$ cat src/rtl/prim_assembler_pkg.sv
// Shared opcodes, widths, mode encodings and the triangle record for primitive assembly.
// Opcode values must match the vertex-stage encoding.
package prim_assembler_pkg;

  localparam int OPCODE_WIDTH = 8;
  localparam int VREG_WIDTH   = 64;
  localparam int TRI_WIDTH    = 160;

  localparam logic [OPCODE_WIDTH-1:0] OP_BEGINPRIMITIVE = 8'h30;
  localparam logic [OPCODE_WIDTH-1:0] OP_ENDPRIMITIVE   = 8'h31;
  localparam logic [OPCODE_WIDTH-1:0] OP_SETVERTEX      = 8'h32;

  localparam logic MODE_LIST  = 1'b0;
  localparam logic MODE_STRIP = 1'b1;

  typedef enum logic [1:0] {
    ST_IDLE  = 2'd0,
    ST_LIST  = 2'd1,
    ST_STRIP = 2'd2
  } pa_state_e;

  // Each vertex position is {y[15:0], x[15:0]}; color is that of the provoking vertex.
  typedef struct packed {
    logic [31:0] v2;
    logic [31:0] v1;
    logic [31:0] v0;
    logic [63:0] color;
  } tri_t;

endpackage

$ cat src/rtl/prim_assembler_tri_fifo.sv
// Generic FIFO, negedge-clocked, with combinational head (zero when empty).
// Latency: a push is visible at the head right after the writing edge; a full FIFO refuses a push even on a popping edge.
module tri_fifo #(
  parameter int DEPTH = 2,
  parameter int WIDTH = 160
) (
  input  logic             core_clk,
  input  logic             arst_n,
  input  logic             push_vld,
  input  logic [WIDTH-1:0] push_dat,
  input  logic             pop_rdy,
  output logic             full,
  output logic             empty,
  output logic [WIDTH-1:0] head_dat
);

  localparam int AW = $clog2(DEPTH);

  logic [WIDTH-1:0] mem [DEPTH];
  logic [AW-1:0]    wr_ptr;
  logic [AW-1:0]    rd_ptr;
  logic [AW:0]      occ;
  logic             do_push;
  logic             do_pop;

  assign full     = (occ == (AW+1)'(DEPTH));
  assign empty    = (occ == '0);
  assign do_push  = push_vld && !full;
  assign do_pop   = pop_rdy && !empty;
  assign head_dat = empty ? '0 : mem[rd_ptr];

  always_ff @(negedge core_clk or negedge arst_n) begin
    if (!arst_n) begin
      wr_ptr <= '0;
      rd_ptr <= '0;
      occ    <= '0;
    end else begin
      if (do_push) wr_ptr <= wr_ptr + 1'b1;
      if (do_pop)  rd_ptr <= rd_ptr + 1'b1;
      if (do_push && !do_pop)      occ <= occ + 1'b1;
      else if (do_pop && !do_push) occ <= occ - 1'b1;
    end
  end

  // Storage needs no reset: the head is masked while empty.
  always_ff @(negedge core_clk) begin
    if (do_push) mem[wr_ptr] <= push_dat;
  end

endmodule

$ cat src/rtl/prim_assembler.sv
// Groups transformed vertices into list/strip triangles and queues them for the rasterizer.
// Latency: triangle valid right after the completing vertex edge; O_Stall (buffer full) drops incoming vertices.
module prim_assembler
  import prim_assembler_pkg::*;
#(
  parameter int TRI_FIFO_DEPTH = 2,
  parameter int CNT_WIDTH      = 16
) (
  input  logic                    I_CLOCK,
  input  logic                    I_RESET_N,
  input  logic                    I_LOCK,
  input  logic [OPCODE_WIDTH-1:0] I_Opcode,
  input  logic [VREG_WIDTH-1:0]   I_VIn,
  input  logic [VREG_WIDTH-1:0]   I_ColorIn,
  input  logic                    I_Mode,
  output logic                    O_Stall,
  output logic                    O_TriValid,
  input  logic                    I_TriReady,
  output logic [95:0]             O_TriVerts,
  output logic [63:0]             O_TriColor,
  output logic [CNT_WIDTH-1:0]    O_TriCount,
  output logic                    O_Overflow
);

  pa_state_e      state_q, state_d;
  logic [1:0]     vcnt_q, vcnt_d;
  logic           parity_q, parity_d;
  logic [31:0]    w0_q, w0_d, w1_q, w1_d;
  logic [CNT_WIDTH-1:0] cnt_q;
  logic           ovf_q;
  logic           fifo_full, fifo_empty;
  logic           emit;
  tri_t           tri_d, tri_head;
  logic [31:0]    new_pos;
  logic           is_begin, is_end, vtx_in, vtx_take;
  logic           unused_vin;

  assign new_pos    = I_VIn[47:16];
  assign unused_vin = ^{I_VIn[63:48], I_VIn[15:0]};
  assign is_begin   = I_LOCK && (I_Opcode == OP_BEGINPRIMITIVE);
  assign is_end     = I_LOCK && (I_Opcode == OP_ENDPRIMITIVE);
  assign vtx_in     = I_LOCK && (I_Opcode == OP_SETVERTEX);
  assign vtx_take   = vtx_in && (state_q != ST_IDLE) && !fifo_full;

  always_comb begin
    state_d  = state_q;
    vcnt_d   = vcnt_q;
    parity_d = parity_q;
    w0_d     = w0_q;
    w1_d     = w1_q;
    emit     = 1'b0;
    tri_d    = '0;
    if (is_begin) begin
      state_d  = (I_Mode == MODE_STRIP) ? ST_STRIP : ST_LIST;
      vcnt_d   = 2'd0;
      parity_d = 1'b0;
    end else if (is_end) begin
      state_d  = ST_IDLE;
      vcnt_d   = 2'd0;
      parity_d = 1'b0;
    end else if (vtx_take) begin
      if (vcnt_q == 2'd0) begin
        w0_d   = new_pos;
        vcnt_d = 2'd1;
      end else if (vcnt_q == 2'd1) begin
        w1_d   = new_pos;
        vcnt_d = 2'd2;
      end else begin
        emit        = 1'b1;
        tri_d.v2    = new_pos;
        tri_d.color = I_ColorIn;
        if (state_q == ST_STRIP) begin
          // Odd strip triangles swap the first two vertices to keep winding consistent.
          tri_d.v1 = parity_q ? w0_q : w1_q;
          tri_d.v0 = parity_q ? w1_q : w0_q;
          w0_d     = w1_q;
          w1_d     = new_pos;
          parity_d = ~parity_q;
        end else begin
          tri_d.v1 = w1_q;
          tri_d.v0 = w0_q;
          vcnt_d   = 2'd0;
        end
      end
    end
  end

  always_ff @(negedge I_CLOCK or negedge I_RESET_N) begin
    if (!I_RESET_N) begin
      state_q  <= ST_IDLE;
      vcnt_q   <= '0;
      parity_q <= 1'b0;
      w0_q     <= '0;
      w1_q     <= '0;
      cnt_q    <= '0;
      ovf_q    <= 1'b0;
    end else begin
      state_q  <= state_d;
      vcnt_q   <= vcnt_d;
      parity_q <= parity_d;
      w0_q     <= w0_d;
      w1_q     <= w1_d;
      if (emit)                 cnt_q <= cnt_q + 1'b1;
      if (vtx_in && fifo_full)  ovf_q <= 1'b1;
    end
  end

  tri_fifo #(
    .DEPTH(TRI_FIFO_DEPTH),
    .WIDTH(TRI_WIDTH)
  ) u_tri_fifo (
    .core_clk (I_CLOCK),
    .arst_n   (I_RESET_N),
    .push_vld (emit),
    .push_dat (tri_d),
    .pop_rdy  (I_TriReady),
    .full     (fifo_full),
    .empty    (fifo_empty),
    .head_dat (tri_head)
  );

  assign O_Stall    = fifo_full;
  assign O_TriValid = !fifo_empty;
  assign O_TriVerts = {tri_head.v2, tri_head.v1, tri_head.v0};
  assign O_TriColor = tri_head.color;
  assign O_TriCount = cnt_q;
  assign O_Overflow = ovf_q;

endmodule

$ cat config.mk
export PLATFORM = sky130hd
export DESIGN_NAME = prim_assembler
export DESIGN_NICKNAME = d
export VERILOG_FILES = /design/src/rtl/prim_assembler_pkg.sv /design/src/rtl/prim_assembler_tri_fifo.sv /design/src/rtl/prim_assembler.sv
export SDC_FILE = /design/constraint.sdc
export NUM_CORES = 1
export LEC_CHECK = 0
export BUFFER_PORTS_ARGS = -buffer_cell sky130_fd_sc_hd__buf_2
export CAP_MARGIN = 20
export CELL_PAD_IN_SITES_DETAIL_PLACEMENT = 1
export CELL_PAD_IN_SITES_GLOBAL_PLACEMENT = 2
export CORE_MARGIN = 2
export CORE_UTILIZATION = 38
export CTS_CLUSTER_SIZE = 12
export DETAILED_ROUTE_END_ITERATION = 16
export GPL_TIMING_DRIVEN = 1
export PLACE_DENSITY_LB_ADDON = 0.1
export SYNTH_ARGS = -nofsm -noshare
export SYNTH_HDL_FRONTEND = slang
export SYNTH_SLANG_ARGS = --single-unit
$ cat constraint.sdc
create_clock -name I_CLOCK -period 10.71 [get_ports I_CLOCK]
set_clock_uncertainty 0.1 [all_clocks]
set_input_delay 1.071 -clock I_CLOCK [delete_from_list [all_inputs] [get_ports I_CLOCK]]
set_output_delay 1.071 -clock I_CLOCK [all_outputs]
set_load 0.01 [all_outputs]
==> reports/results.md, run 1 <==
| Group | Metric | This run |
| --- | --- | --- |
| worst setup path | Endpoint class of the critical path | primary output |
| worst setup path | Cell with the biggest individual delay on the critical path | dfrtn_1 |
| sta | Sum of negative setup slack | 0 ps |
| worst setup path | Sum of buffers and inverters on the critical path | 3 |
| final layout | Share of final-layout standard cells stronger than drive strength 1 | 21.9% |
| synthesis | Async S/R FF share, synth | 22.0% |
| synthesis | Total nets after synthesis | 1520 |
| cts | Number of gates given a new drive strength after cts | 0 |
| cts | Clock Sinks | 410 |
| worst hold path | Critical hold path startpoint | O_Overflow$_DFFE_NN0P_ |
| sta | Final setup viols | 0 |
| floorplan | Die boundary height | 219 microns |
| floorplan | Area inside the core boundary | 45600 sq um |
| sta | Setup repair after global routing missed its margin | no |
| drt | Number of vias per cell after detailed routing | 4.99 |
| pwr | Proportion of power drawn by flip-flops and latches | 39.3% |
| cts | TritonCTS clock tree | done |
| global routing | Highest-utilization routing layer at the global route stage | met2 |
| global routing | Wire length of the first global-routing pass | 77.0 mm |
| final layout | Count of filler cells inserted in the layout | 5044 |
| floorplan | Core Rows | 78 |
| drt | Via count | 13000 |
| final layout | Utilization of the core after routing | 49.6% |
| floorplan | Number of top-level pins | 320 |
| synthesis | Count of mapped cells out of synthesis | 1377 |
| global routing | Total global-route track usage | 20.8% |
| drt | Detailed-route wire length per cell | 19.0 microns |
| pwr | Fraction of power spent switching nets | 29.9% |
| drt | DRC Markers | 0 |
| global routing | Number of antenna violations at the first check in global routing | 2 |
| cts | Number of hold buffers added after cts | 0 |
| worst setup path | Cell repeated most along the worst path | buf_12 |
| synthesis | Number of distinct library cell variants in the gate-level netlist after synthesis | 44 |
| synthesis | Top flip-flop cell by instance count after synthesis | edfxtp_1 |
| worst setup path | Path type of the worst setup path | register to primary output |
| final layout | Synth-to-Final Area Change | 28.5% |
| synthesis | Number of register bits inferred by synthesis | 410 |
| synthesis | Cell area after synthesis | 17600 sq um |
| global routing | Met1 global-route usage | 26.5% |
| synthesis | Cell types with the largest area share after synthesis | edfxtp_1 (55%), dfrtn_1 (13%), mux2i_1 (9.1%) |
| cts | CTS clock-pin slew for the worst setup and hold paths | 50 ps |
| pwr | Part of the power in combinational logic | 12.5% |
| worst hold path | Path category of the worst min-delay check | register to register |
| global routing | Number of global-route vias before repair | 14400 |
| sta | Final-layout worst hold slack | 312 ps |
| pwr | Cell internal pwr | 3140 uW |
| sta | Number of pins exceeding their max-slew limit in the final report | 0 |
| cts | H-tree Lvls | 2 |
| final layout | Final Net Count | 2108 |
| worst setup path | CP delay by family, top | flip-flops |
| worst setup path | Startpoint Class | register |
| pwr | Share of total power in the clock network | 48.2% |
| worst setup path | Critical path peak fanout | 35 |
| placed design | Final HPWL from detailed placement | 28.9 mm |
| cts | Skew-Pair Late Insertion Delay | 570 ps |
| pwr | Psw | 1340 uW |
| synthesis | Number of enable flip-flop cells after synthesis | 320 |
| drt | Initial DRT Pass Iterations | 4 |
| cts | Total clock buffers created by CTS | 46 |
| floorplan | Starting utilization of the core area | 38.6% |
| placed design | Setup WS pre-CTS | 1370 ps |
| floorplan | Die X-Extent | 219 microns |
| synthesis | Top cell type's share of synthesized area | 54.6% |
| final layout | Total area of sequential cells | 11900 sq um |
| pwr | Leakage | 0.0114 uW |
| final layout | Non-filler cells, final | 2603 |
| cts | Buffer levels on the longest clock path | 3 |
| floorplan | Area of the die | 48100 sq um |
| sta | Worst slew margin | 29.5% |
| drt | Number of nets with antenna violations after detailed routing | 0 |
| global routing | Largest net degree at the start of global routing | 116 |
| cts | Post-CTS setup buffer count | 0 |
| run status | Result of the run | finished clean |
| final layout | Multi-input logic area | 5400 sq um |
| drt | Number of DRC violations after detailed-routing iteration 0 | 564 |
| sta | Final hold violations | 0 |
| placed design | Gpl congestion | 0.757 |
| synthesis | Sequential element share of the synthesized area | 67.4% |
| worst setup path | Arrival time of data at the critical path endpoint | 7990 ps |
| pwr | Maximum VDD drop | 0.000105 V |
| worst setup path | Worst setup startpoint | u_tri_fifo.rd_ptr$_DFFE_NN0P_ |
| sta | Worst slew pin tran | 1050 ps |
| global routing | Total congestion overflow | 0 |
| placed design | Instance count after placement with tap cells included | 2198 |
| drt | Wire length after detailed routing | 49.6 mm |
| synthesis | Cell taking the most area after synthesis | edfxtp_1 |
| worst setup path | Launching point of the worst reg2reg path | u_tri_fifo.occ[0]$_DFFE_NN0P_ |
| job | Count of max-cap constraint violations | 0 |
| pwr | Total power per unit cell area | 198 nW/um^2 |
| worst setup path | Sequence of cells on the critical path | buf_12 -> buf_12 -> mux2i_1 -> nor2_1 -> buf_2 |
| cts | Root buffer cell | clkbuf_16 |
| global routing | Met2 GRT Util | 34.2% |
| synthesis | Count of synthesis-stage warnings from yosys | 0 |
| placed design | Count of input and output buffers | 287 |
| worst setup path | Required @ worst endpoint | 9540 ps |
| synthesis | Average cell area after synthesis | 12.8 sq um |
| global routing | Met3 Usage GRT | 5.36% |
| sta | Final Worst Setup Slack | 1550 ps |
| worst setup path | Critical Path Max Stage Delay | 840 ps |
[cell type report]
class / count / area share (%)
Timing Repair Buffer: 314 / 7.75
Inverter: 6 / 0.105
Clock buffer: 55 / 5.71
Antenna cell: 1 / 0.0111
Sequential cell: 410 / 52.4
Clock inverter: 350 / 6.82
Multi-Input combinational cell: 867 / 23.9
Tap cell: 600 / 3.32
[Yosys cell counts, types with 2 or more instances]
cell type and count:
a21oi_1 67, a31oi_1 33, and2_1 98, and3_1 2, and4_1 2, buf_1 9, buf_2 16, buf_4 2
clkbuf_1 66, dfrtn_1 90, edfxtp_1 320, ha_1 2, inv_1 5, inv_2 2, mux2_2 34, mux2i_1 160
nand2_1 136, nand2b_1 2, nand3_1 7, nand3b_1 3, nand4_1 3, nor2_1 166, nor3_1 99, nor4_1 11
nor4b_1 2, o21ai_0 3, or3_1 2, xnor2_1 5, xor2_1 15
[cells in the final DEF, fill, tap and decap left out, drive strengths merged, types with 2 or more instances in the layout]
cell type	instances
inv	331
buf	314
nand3	7
nand4	4
clkinv	9
dfrtn	90
xnor2	5
nand3b	3
nor4	11
edfxtp	320
xor2	15
nor4b	2
and2	98
nor3b	2
and3	2
nor3	100
and4	2
nand2b	2
a31oi	33
mux2	34
clkinvlp	7
nor2	166
nand2	137
mux2i	160
o21ai	4
bufinv	9
or3	2
a21oi	67
ha	2
clkbuf	55
[final timing paths]
check                                             endpoint  slack [ps]  cells after the start
hold / removal                      O_Overflow$_DFFE_NN0P_         310                      1
max in group asynchronous       O_TriCount[14]$_DFFE_NN0P_        3710                      2
min in group asynchronous              w1_q[7]$_DFFE_NN0P_        5730                      1
setup / recovery                            O_TriVerts[48]        1550                      5
setup reg to reg           u_tri_fifo.mem[1][20]$_DFFE_NP_        7570                      8
hold reg to reg                     O_Overflow$_DFFE_NN0P_         310                      1
[routing by layer]
metal	up-vias	wire length (microns)
li1	6122	-
met4	2	791
met5	-	11
met2	248	24500
met1	6555	22300
met3	61	2010
[power groups by stage]
stage          logic, uW  clock network (uW)  registers [uW]
3_3_place_gp         570                 177            1780
6_report             561                2160            1760
5_1_grt              605                2400            1760
4_1_cts              575                2240            1760
2_1_floorplan        388                 177            1760
3_5_place_dp         576                 177            1780
[registers in the layout (all words and copies together) (netlist names), 2 cells and up]
name            count
O_TriCount         16
state_q             2
u_tri_fifo.mem    320
u_tri_fifo.occ      2
vcnt_q              2
w0_q               32
w1_q               32
[per-stage QoR]
stage,total power (uW),instance area (sq um)
after floorplan,2330,17600
after global placement,2530,19800
after detailed placement,2530,19800
after CTS,4570,22600
after global routing,4760,22600
final,4480,22600
[cell families after synthesis]
logic type               after synthesis  share of synthesized area (%)
flip-flops                           410                           67.4
multiplexers                         194                           11.3
AND/OR/NAND/NOR                      544                           14.6
AO/OA/AOI/OAI                        107                           3.35
buffers and inverters                100                           2.29
XOR/XNOR                              20                          0.995
adder cells (fa/ha/maj)                2                          0.142
[worst register-to-register path, cell delays in order (launching register included)]
cell	delay (ps)
dfrtn_1	520
nand2b_1	260
inv_2	110
nor3_4	250
nand4_4	350
clkinv_2	150
buf_4	300
buf_4	690
and2_1	320
No activity file was read; power rests on OpenSTA's default activity.
==> run 2, diff against run 1 <==
- CELL_PAD_IN_SITES_DETAIL_PLACEMENT: 1 -> 0
- CELL_PAD_IN_SITES_GLOBAL_PLACEMENT: 2 -> 1
- CORE_UTILIZATION: 38 -> 45
==> reports/results.md, run 2 (synthesis results as in run 1) <==
| Group | Metric | This run |
| --- | --- | --- |
| floorplan | Die X-Extent | 202 microns |
| cts | H-tree Lvls | 2 |
| cts | TritonCTS clock tree | done |
| cts | Number of gates given a new drive strength after cts | 0 |
| pwr | Leakage | 0.0113 uW |
| cts | Buffer levels on the longest clock path | 3 |
| floorplan | Die boundary height | 202 microns |
| placed design | Setup WS pre-CTS | 1480 ps |
| global routing | Wire length of the first global-routing pass | 68.9 mm |
| drt | Initial DRT Pass Iterations | 5 |
| final layout | Top reg by flops | u_tri_fifo.mem |
| pwr | Fraction of power spent switching nets | 29.3% |
| drt | Number of DRC violations after detailed-routing iteration 0 | 869 |
| global routing | Total congestion overflow | 0 |
| final layout | Final Net Count | 2106 |
| worst setup path | Critical Path Max Stage Delay | 570 ps |
| worst setup path | Startpoint Class | register |
| sta | Sum of negative setup slack | 0 ps |
| floorplan | Starting utilization of the core area | 45.6% |
| cts | Number of hold buffers added after cts | 0 |
| final layout | Number of flip-flops in the largest register | 320 |
| cts | Clock Sinks | 410 |
| floorplan | Core Rows | 72 |
| final layout | Regs by FF count | u_tri_fifo.mem: 320 flops, w0_q: 32 flops, w1_q: 32 flops |
| placed design | Gpl congestion | 0.746 |
| final layout | Share of final-layout standard cells stronger than drive strength 1 | 21.8% |
| pwr | Share of total power in the clock network | 47.6% |
| sta | Worst slew pin tran | 1060 ps |
| worst setup path | Cell with the biggest individual delay on the critical path | nor2_4 |
| cts | Skew-Pair Late Insertion Delay | 550 ps |
| drt | Detailed-route wire length per cell | 17.4 microns |
| floorplan | Area inside the core boundary | 38600 sq um |
| sta | Worst slew margin | 29.1% |
| pwr | Part of the power in combinational logic | 12.1% |
| worst setup path | Path type of the worst setup path | register to primary output |
| pwr | Maximum VDD drop | 0.000150 V |
| drt | Number of vias per cell after detailed routing | 5.10 |
| final layout | Commonest non-fill, non-tap cell in the layout | inv_1 |
| cts | CTS clock-pin slew for the worst setup and hold paths | 40 ps |
| final layout | Utilization of the core after routing | 58.1% |
| worst setup path | Endpoint class of the critical path | primary output |
| cts | Root buffer cell | clkbuf_16 |
| sta | Number of pins exceeding their max-slew limit in the final report | 0 |
| floorplan | Number of top-level pins | 320 |
| placed design | Final HPWL from detailed placement | 24.7 mm |
| drt | Number of nets with antenna violations after detailed routing | 0 |
| worst hold path | Path category of the worst min-delay check | register to register |
| drt | DRC Markers | 0 |
| floorplan | Area of the die | 40700 sq um |
| sta | Final hold violations | 0 |
| job | Count of max-cap constraint violations | 0 |
| sta | Setup repair after global routing missed its margin | no |
| placed design | Count of input and output buffers | 287 |
| cts | Total clock buffers created by CTS | 46 |
| pwr | Psw | 1280 uW |
| worst setup path | Critical path peak fanout | 100 |
| worst setup path | Sequence of cells on the critical path | nor2_4 -> buf_12 -> nor2_1 -> buf_2 |
| sta | Final Worst Setup Slack | 1800 ps |
| run status | Result of the run | finished clean |
| sta | Final setup viols | 0 |
| global routing | Number of global-route vias before repair | 13100 |
| global routing | Number of antenna violations at the first check in global routing | 4 |
| worst setup path | Arrival time of data at the critical path endpoint | 7740 ps |
| pwr | Total power per unit cell area | 194 nW/um^2 |
| worst setup path | Required @ worst endpoint | 9540 ps |
| drt | Via count | 12900 |
| final layout | Highest-count cells in the layout ignoring fill and taps | inv_1 (327), edfxtp_1 (320), buf_2 (286), nor2_1 (163), mux2i_1 (160) |
| cts | Post-CTS setup buffer count | 0 |
| global routing | Total global-route track usage | 21.5% |
| pwr | Proportion of power drawn by flip-flops and latches | 40.3% |
| global routing | Largest net degree at the start of global routing | 105 |
| final layout | Synth-to-Final Area Change | 27.4% |
| drt | Wire length after detailed routing | 44.0 mm |
| pwr | Cell internal pwr | 3070 uW |
-- run 2: worst paths after layout --
path,from,to,slack [ps],cells after the start
max in group asynchronous,I_RESET_N,parity_q$_DFFE_NN0P_,3690,2
worst max-delay path,u_tri_fifo.occ[0]$_DFFE_NN0P_,O_TriVerts[42],1800,4
worst min register to register,O_Overflow$_DFFE_NN0P_,O_Overflow$_DFFE_NN0P_,320,1
worst min-delay path,O_Overflow$_DFFE_NN0P_,O_Overflow$_DFFE_NN0P_,320,1
worst max register to register,u_tri_fifo.occ[0]$_DFFE_NN0P_,u_tri_fifo.mem[0][47]$_DFFE_NP_,7670,7
min in group asynchronous,I_RESET_N,w1_q[7]$_DFFE_NN0P_,5630,1
-- run 2: routing by layer --
| layer | track usage (%) | up-vias | wire length, microns |
|---|---|---|---|
| met2 | 33.9 | 380 | 21100 |
| li1 | - | 6115 | - |
| met5 | 0 | - | 0 |
| met1 | 27.9 | 6290 | 19100 |
| met4 | 9.98 | 0 | 1020 |
| met3 | 5.90 | 68 | 2720 |
-- run 2: final cells by class --
class | count | area [sq um]
Inverter | 6 | 23.8
Timing Repair Buffer | 312 | 1730
Sequential cell | 410 | 11900
Clock buffer | 53 | 1240
Antenna cell | 5 | 12.5
Tap cell | 518 | 648
Multi-Input combinational cell | 867 | 5400
Clock inverter | 350 | 1520
Fill cell | 3298 | 16200
-- run 2: critical path: cells and delay by family (launching register included) --
kind          cells  cell delay, ps
simple gates      2             720
buf+inv           2             630
flops             1             410
-- run 2: power groups by stage --
stage	logic, uW	clock network [uW]	registers (uW)
after detailed placement	536	177	1770
after floorplan	388	177	1760
after CTS	536	2140	1750
after global routing	564	2280	1750
final	526	2070	1750
after global placement	536	177	1770
-- run 2: metrics by stage --
stage               area [sq um]  hold slack [ps]  std cells  power, uW
floorplan                  17600              322       1377       2330
global placement           19600              314       2111       2480
detailed placement         19600              313       2111       2490
CTS                        22400              320       2513       4430
global route               22400              357       2520       4600
finish                     22400              317       2521       4350
